[src/rtl/i2c_rx_seq_if.sv]
// Command, receiver and output-stream signals of the i2c_rx transaction sequencer.
interface i2c_rx_seq_if #(
    parameter int LW = 5
);
    logic          cmd_valid;
    logic          cmd_ready;
    logic [LW-1:0] cmd_len;
    logic          rx_start_n;
    logic          rx_ack;
    logic [7:0]    rx_data;
    logic          rx_data_rdy_n;
    logic [7:0]    out_data;
    logic          out_valid;
    logic          out_ready;

    modport master (
        output cmd_valid, cmd_len, rx_data, rx_data_rdy_n, out_ready,
        input  cmd_ready, rx_start_n, rx_ack, out_data, out_valid
    );

    modport slave (
        input  cmd_valid, cmd_len, rx_data, rx_data_rdy_n, out_ready,
        output cmd_ready, rx_start_n, rx_ack, out_data, out_valid
    );
endinterface

[src/rtl/i2c_rx_seq.sv]
// Read-transaction sequencer for i2c_rx: drives start/ack, collects bytes into a FIFO.
// Optional inter-byte watchdog enabled by defining I2C_RX_SEQ_TIMEOUT_EN.
module i2c_rx_seq #(
    parameter int DEPTH          = 16,
    parameter int LW             = $clog2(DEPTH + 1),
    parameter int TIMEOUT_CYCLES = 64
) (
    input  logic         clk,
    input  logic         rstn,
    i2c_rx_seq_if.slave  bus,
    output logic         busy,
    output logic         done,
    output logic         err
);
    localparam int PW = $clog2(DEPTH);

    if (DEPTH < 2 || (DEPTH & (DEPTH - 1)) != 0 || TIMEOUT_CYCLES < 1) begin : g_cfg_check
        $error("i2c_rx_seq: DEPTH must be a power of two >= 2 and TIMEOUT_CYCLES >= 1");
    end

    typedef enum logic [1:0] {S_IDLE, S_START, S_RECV, S_DONE} state_t;

    state_t        state, state_nx;
    logic [LW-1:0] remaining, remaining_nx;
    logic [LW-1:0] count, free;
    logic [PW-1:0] wptr, rptr;
    logic [7:0]    mem [DEPTH];
    logic          rdy_q, capture, push, pop, cmd_fire, timeout;
    logic          start_n_q, start_n_nx;

    assign free          = LW'(DEPTH) - count;
    assign bus.cmd_ready = (state == S_IDLE) && (free >= bus.cmd_len);
    assign cmd_fire      = bus.cmd_valid && bus.cmd_ready;
    // A byte is taken only on the falling edge of the ready strobe, and only while receiving.
    assign capture       = (state == S_RECV) && !bus.rx_data_rdy_n && rdy_q;
    assign push          = capture;
    assign pop           = bus.out_valid && bus.out_ready;

    assign bus.rx_start_n = start_n_q;
    assign bus.rx_ack     = !((state == S_RECV) && (remaining > LW'(1)));
    assign bus.out_valid  = (count != '0);
    assign bus.out_data   = bus.out_valid ? mem[rptr] : 8'h00;
    assign busy           = (state == S_START) || (state == S_RECV);
    assign done           = (state == S_DONE);

`ifdef I2C_RX_SEQ_TIMEOUT_EN
    localparam int TW = $clog2(TIMEOUT_CYCLES + 1);
    logic [TW-1:0] wd_cnt;
    logic          err_q;

    assign timeout = (state == S_RECV) && !capture && (wd_cnt == TW'(TIMEOUT_CYCLES - 1));
    assign err     = err_q;

    always_ff @(posedge clk or negedge rstn) begin
        if (!rstn) begin
            wd_cnt <= '0;
            err_q  <= 1'b0;
        end else begin
            err_q <= timeout;
            if (state != S_RECV || capture) wd_cnt <= '0;
            else                            wd_cnt <= wd_cnt + TW'(1);
        end
    end
`else
    assign timeout = 1'b0;
    assign err     = 1'b0;
`endif

    always_comb begin
        state_nx     = state;
        remaining_nx = remaining;
        start_n_nx   = 1'b1;
        case (state)
            S_IDLE: begin
                if (cmd_fire) begin
                    remaining_nx = bus.cmd_len;
                    state_nx     = (bus.cmd_len == '0) ? S_DONE : S_START;
                end
            end
            S_START: state_nx = S_RECV;
            S_RECV: begin
                if (capture) begin
                    remaining_nx = remaining - LW'(1);
                    if (remaining == LW'(1)) state_nx = S_DONE;
                end else if (timeout) begin
                    remaining_nx = '0;
                    state_nx     = S_IDLE;
                end
            end
            S_DONE:  state_nx = S_IDLE;
            default: state_nx = S_IDLE;
        endcase
        // rx_start_n is registered from the upcoming state so it lines up with that state.
        if (state_nx == S_START)     start_n_nx = 1'b0;
        else if (state_nx == S_RECV) start_n_nx = (remaining_nx == LW'(1));
    end

    always_ff @(posedge clk or negedge rstn) begin
        if (!rstn) begin
            state     <= S_IDLE;
            remaining <= '0;
            start_n_q <= 1'b1;
            rdy_q     <= 1'b1;
        end else begin
            state     <= state_nx;
            remaining <= remaining_nx;
            start_n_q <= start_n_nx;
            rdy_q     <= bus.rx_data_rdy_n;
        end
    end

    always_ff @(posedge clk or negedge rstn) begin
        if (!rstn) begin
            wptr  <= '0;
            rptr  <= '0;
            count <= '0;
        end else begin
            if (push) wptr <= wptr + PW'(1);
            if (pop)  rptr <= rptr + PW'(1);
            case ({push, pop})
                2'b10:   count <= count + LW'(1);
                2'b01:   count <= count - LW'(1);
                default: count <= count;
            endcase
        end
    end

    // Storage is not reset; out_data is masked while the FIFO is empty.
    always_ff @(posedge clk) begin
        if (push) mem[wptr] <= bus.rx_data;
    end
endmodule

[src/flat_wrapper.sv]
// flat-port wrapper written by rule: the top's interface ports become plain ports
module i2c_rx_seq_flat 
#(
    parameter int DEPTH          = 16,
    parameter int LW             = $clog2(DEPTH + 1),
    parameter int TIMEOUT_CYCLES = 64
)
  (clk, rstn, busy, done, err, bus_cmd_valid, bus_cmd_len, bus_rx_data, bus_rx_data_rdy_n, bus_out_ready, bus_cmd_ready, bus_rx_start_n, bus_rx_ack, bus_out_data, bus_out_valid);
  i2c_rx_seq_if #(.LW(LW)) bus_i ();
  input  logic clk;
  input  logic rstn;
  output logic busy;
  output logic done;
  output logic err;
  input wire logic [$bits(bus_i.cmd_valid)-1:0] bus_cmd_valid;
  input wire logic [$bits(bus_i.cmd_len)-1:0] bus_cmd_len;
  input wire logic [$bits(bus_i.rx_data)-1:0] bus_rx_data;
  input wire logic [$bits(bus_i.rx_data_rdy_n)-1:0] bus_rx_data_rdy_n;
  input wire logic [$bits(bus_i.out_ready)-1:0] bus_out_ready;
  output wire logic [$bits(bus_i.cmd_ready)-1:0] bus_cmd_ready;
  output wire logic [$bits(bus_i.rx_start_n)-1:0] bus_rx_start_n;
  output wire logic [$bits(bus_i.rx_ack)-1:0] bus_rx_ack;
  output wire logic [$bits(bus_i.out_data)-1:0] bus_out_data;
  output wire logic [$bits(bus_i.out_valid)-1:0] bus_out_valid;
  assign bus_i.cmd_valid = bus_cmd_valid;
  assign bus_i.cmd_len = bus_cmd_len;
  assign bus_i.rx_data = bus_rx_data;
  assign bus_i.rx_data_rdy_n = bus_rx_data_rdy_n;
  assign bus_i.out_ready = bus_out_ready;
  assign bus_cmd_ready = bus_i.cmd_ready;
  assign bus_rx_start_n = bus_i.rx_start_n;
  assign bus_rx_ack = bus_i.rx_ack;
  assign bus_out_data = bus_i.out_data;
  assign bus_out_valid = bus_i.out_valid;
  i2c_rx_seq #(.DEPTH(DEPTH), .LW(LW), .TIMEOUT_CYCLES(TIMEOUT_CYCLES)) u_core (.clk(clk), .rstn(rstn), .bus(bus_i), .busy(busy), .done(done), .err(err));
endmodule
[config.mk]
export PLATFORM = sky130hd
export DESIGN_NAME = i2c_rx_seq_flat
export DESIGN_NICKNAME = d
export VERILOG_FILES = /design/src/rtl/i2c_rx_seq_if.sv /design/src/rtl/i2c_rx_seq.sv /design/src/flat_wrapper.sv
export SDC_FILE = /design/constraint.sdc
export NUM_CORES = 1
export LEC_CHECK = 0
export CORE_ASPECT_RATIO = 1.2
export CORE_MARGIN = 1
export CORE_UTILIZATION = 45
export CTS_CLUSTER_DIAMETER = 60
export DETAILED_ROUTE_END_ITERATION = 10
export DONT_BUFFER_PORTS = 1
export GPL_TIMING_DRIVEN = 0
export PLACE_DENSITY = 0.65
export SETUP_SLACK_MARGIN = 0.1
export SYNTH_ARGS = -nofsm -noshare
export SYNTH_HDL_FRONTEND = slang
export SYNTH_SLANG_ARGS = --single-unit
[constraint.sdc]
create_clock -name clk -period 5.3 [get_ports clk]
set_input_delay 1.06 -clock clk [delete_from_list [all_inputs] [get_ports clk]]
set_output_delay 1.06 -clock clk [all_outputs]
set_load 0.02 [all_outputs]
==> metrics <==
initial antenna violation count=1; CP endpoint kind=output pin; TritonCTS clock tree=done; Max Cap Violations=0; NumNets Final=439; final antenna-violating net count=0; post-DP HPWL=8470 um; max-slew violation count=0; Synth area leaders=edfxtp_1 59%, mux4_2 14%, dfrtp_1 7.7%; GR Util met2=0.313; drt first pass iters=8; Area after DPL=approximately 0.0068 mm2; via count=3311; Avg Cell Area, Syn=about 17 um2; Startpoint Class=flip-flop; met1 Resource Use GR=0.221; Gate Count Post-Synth=380; Distinct cells, synth=46; WL final=roughly 13000 um; CP max FO=10; Wirelength per Cell=21.4 um; floorplan core area=0.0140 mm2; height of the die=134 um; GRT overflow=0; met3 Use GR=0.0506; register area=0.00440 mm2; standard-cell rows=47; vias in the first global route=3456; Total GRT Usage=0.184; fill count=about 1100; hold_buf cts=0; failing checks=design-rule violations; Peak supply drop=0.321 mV; routability cong.=0.845; Initial DRC Count=between 200 and 300; largest net degree at the start of global routing=23; Final Hold Vio Count=0; f_max=0.251 GHz; syn nets=420; clk_lat worst skew=0.42 ns; Primary FF master, synth=edfxtp_1; CTS Buf Count=17; Setup violations, final=0; min Tclk post-route=3.99 ns; Crit path required time=4.24 ns; number of clock sinks=150; XOR/XNOR share of the synthesized area=0.0228; Multi-input gate area=0.00199 mm2; Net Sw Power=~0.0013 W; fraction of registers with async set or reset after synthesis=0.147; Pleak=2.53 nW; clk buf depth=2; area leader, netlist=edfxtp_1; simple-gate share of the synthesized area=0.0600; PortBufs=0; Post-synth EDFFs=128; Reg clk slew, reported paths=0.06 ns; status=finished, violations left; Setup TNS=0 ns; Most Used Layer, Global Route=met2; P per Cell Area=565 mW/mm2; Min-Delay Path Class=in2async; post-CTS setup buffer count=0; number of vias per cell=5.67; Tcrit/Tclk final=0.753; Initial Util=0.467; CTS root buffer=clkbuf_16; post-synth top area share=0.589; largest family of logic cells by synthesized area=multiplexers; mux cell area share after synthesis=0.143; Synth Area in Compound Gates=0.0316; unrepaired setup endpoints after global routing=false; CTS resizes=0; Die Footprint=roughly 0.015 mm2; Netlist Area Pre-Place=0.00653 mm2; Clock Power Share=0.281; #FFs+latches synth=150; skew final=0.00718 ns; WP data arrival=2.93 ns; Rel. slew slack=0.358; ratio of cells with drive above 1 in the final layout=0.189; first-pass GRT wire length=19800 um; Combinational Power Share=0.361; die extent in x=between 100 and 150 um; Ports=33; sequential fraction of the synthesis area=0.673; H-tree Lvls=4; Final Cell Area=0.00734 mm2; internal power=0.00280 W; sequential power share=0.358; Adder-Cell Fraction of Synth Area=0.0433; worst-margin pin slew=0.958 ns; critical path class=reg2out; DRC=4; Syn-to-layout area delta=12.3%; Synthesis Warnings=0; Sw Ratio=0.324
==> flip-flops by register name, summed over array words and instances, names as in the netlist <==
| signal | flops |
|---|---|
| u_core.bus.rx_start_n | 1 |
| u_core.wptr | 4 |
| u_core.rdy_q | 1 |
| u_core.mem | 128 |
| u_core.count | 5 |
| u_core.remaining | 5 |
| u_core.rptr | 4 |
| u_core.state | 2 |
==> critical path, cell delays in order (launching register included) <==
cell,delay [ns]
dfrtp_1,0.35
clkbuf_1,0.35
clkbuf_1,0.60
mux4_2,0.44
mux4_2,0.52
and2_1,0.26
==> power by group through the flow <==
stage	combinational [W]	sequential [W]	clock, W
after floorplan	0.00121	0.00149	0
after global placement	0.00147	0.00150	0
after detailed placement	0.00151	0.00151	0
after CTS	0.00151	0.00148	0.00118
after global routing	0.00163	0.00150	0.00123
final	0.00149	0.00148	0.00116
==> per-stage QoR <==
step	hold WS (ns)	cells	power [W]	util	worst slack [ns]
floorplan	0.488	380	0.00269	-	2.17
global placement	0.525	551	0.00297	0.482	1.56
detailed placement	0.531	551	0.00301	0.483	1.73
CTS	0.317	583	0.00418	0.524	1.28
global route	0.317	584	0.00436	0.524	1.21
finish	0.336	584	0.00414	0.524	1.31
==> metal layers <==
metal  share of wire  up-vias
li1                -     1509
met1            0.40     1690
met2            0.52       93
met3           0.055       19
met4           0.022        0
met5               0        -
==> cells by family (layout without fill, tap and decap cells) <==
| family | count (synthesis) | in the layout |
|---|---|---|
| DFF | 150 | 150 |
| and+or+nand+nor | 79 | 79 |
| muxes | 43 | 43 |
| buffers and inverters | 37 | 69 |
| AOI/OAI and AO/OA | 31 | 31 |
| adders and majority gates | 22 | 22 |
| xor gates and xnor gates | 17 | 17 |
| other | 1 | 2 |
==> final cells by class <==
| class | count | area share |
|---|---|---|
| sequential | 150 | 0.599 |
| clock inverter | 14 | 0.0191 |
| antenna | 1 | 0.000341 |
| multi-input combinational | 193 | 0.271 |
| buffer | 18 | 0.0133 |
| inverter | 19 | 0.00972 |
| tap | 171 | 0.0292 |
| clock buffer | 18 | 0.0585 |
==> synthesized netlist by cell type (3+ instances only) <==
library cell	n
a21o_1	3
a21oi_1	7
and2_1	10
buf_1	3
buf_6	3
clkbuf_1	10
dfrtp_1	20
edfxtp_1	128
ha_1	21
inv_1	19
mux4_2	40
nand2_1	22
nand2b_1	4
nand4_1	3
nor2_1	19
nor2b_1	3
nor3_1	8
o21ai_0	7
xnor2_1	13
xor2_1	4
==> worst paths after layout <==
kind / slack [ns] / end / depth (start not counted) / start
max: 1.31 / bus_out_data[3] / 5 / u_core.rptr[1]$_DFFE_PN0P_
min reg2reg: 0.54 / u_core.count[4]$_DFFE_PN0P_ / 2 / u_core.count[4]$_DFFE_PN0P_
max in group asynchronous: 4.79 / u_core.rdy_q$_DFF_PN1_ / 0 / rstn
min in group clk: 0.54 / u_core.count[4]$_DFFE_PN0P_ / 2 / u_core.count[4]$_DFFE_PN0P_
max reg2reg: 2.15 / u_core.count[4]$_DFFE_PN0P_ / 15 / u_core.state[0]$_DFF_PN0_
min: 0.34 / u_core.count[4]$_DFFE_PN0P_ / 0 / rstn
==> placed cells by master (no fill, tap or decap), types with 6 or more instances in the layout <==
cell,synthesis,layout
mux4_2,40,40
nand2_1,22,22
and2_1,10,10
xnor2_1,13,13
clkbuf_16,0,17
nor2_1,19,19
o21ai_0,7,7
inv_1,19,19
dfrtp_1,20,20
ha_1,21,21
a21oi_1,7,7
clkbuf_1,10,11
clkinv_1,0,6
edfxtp_1,128,128
Power figures use the tool's default switching activity.
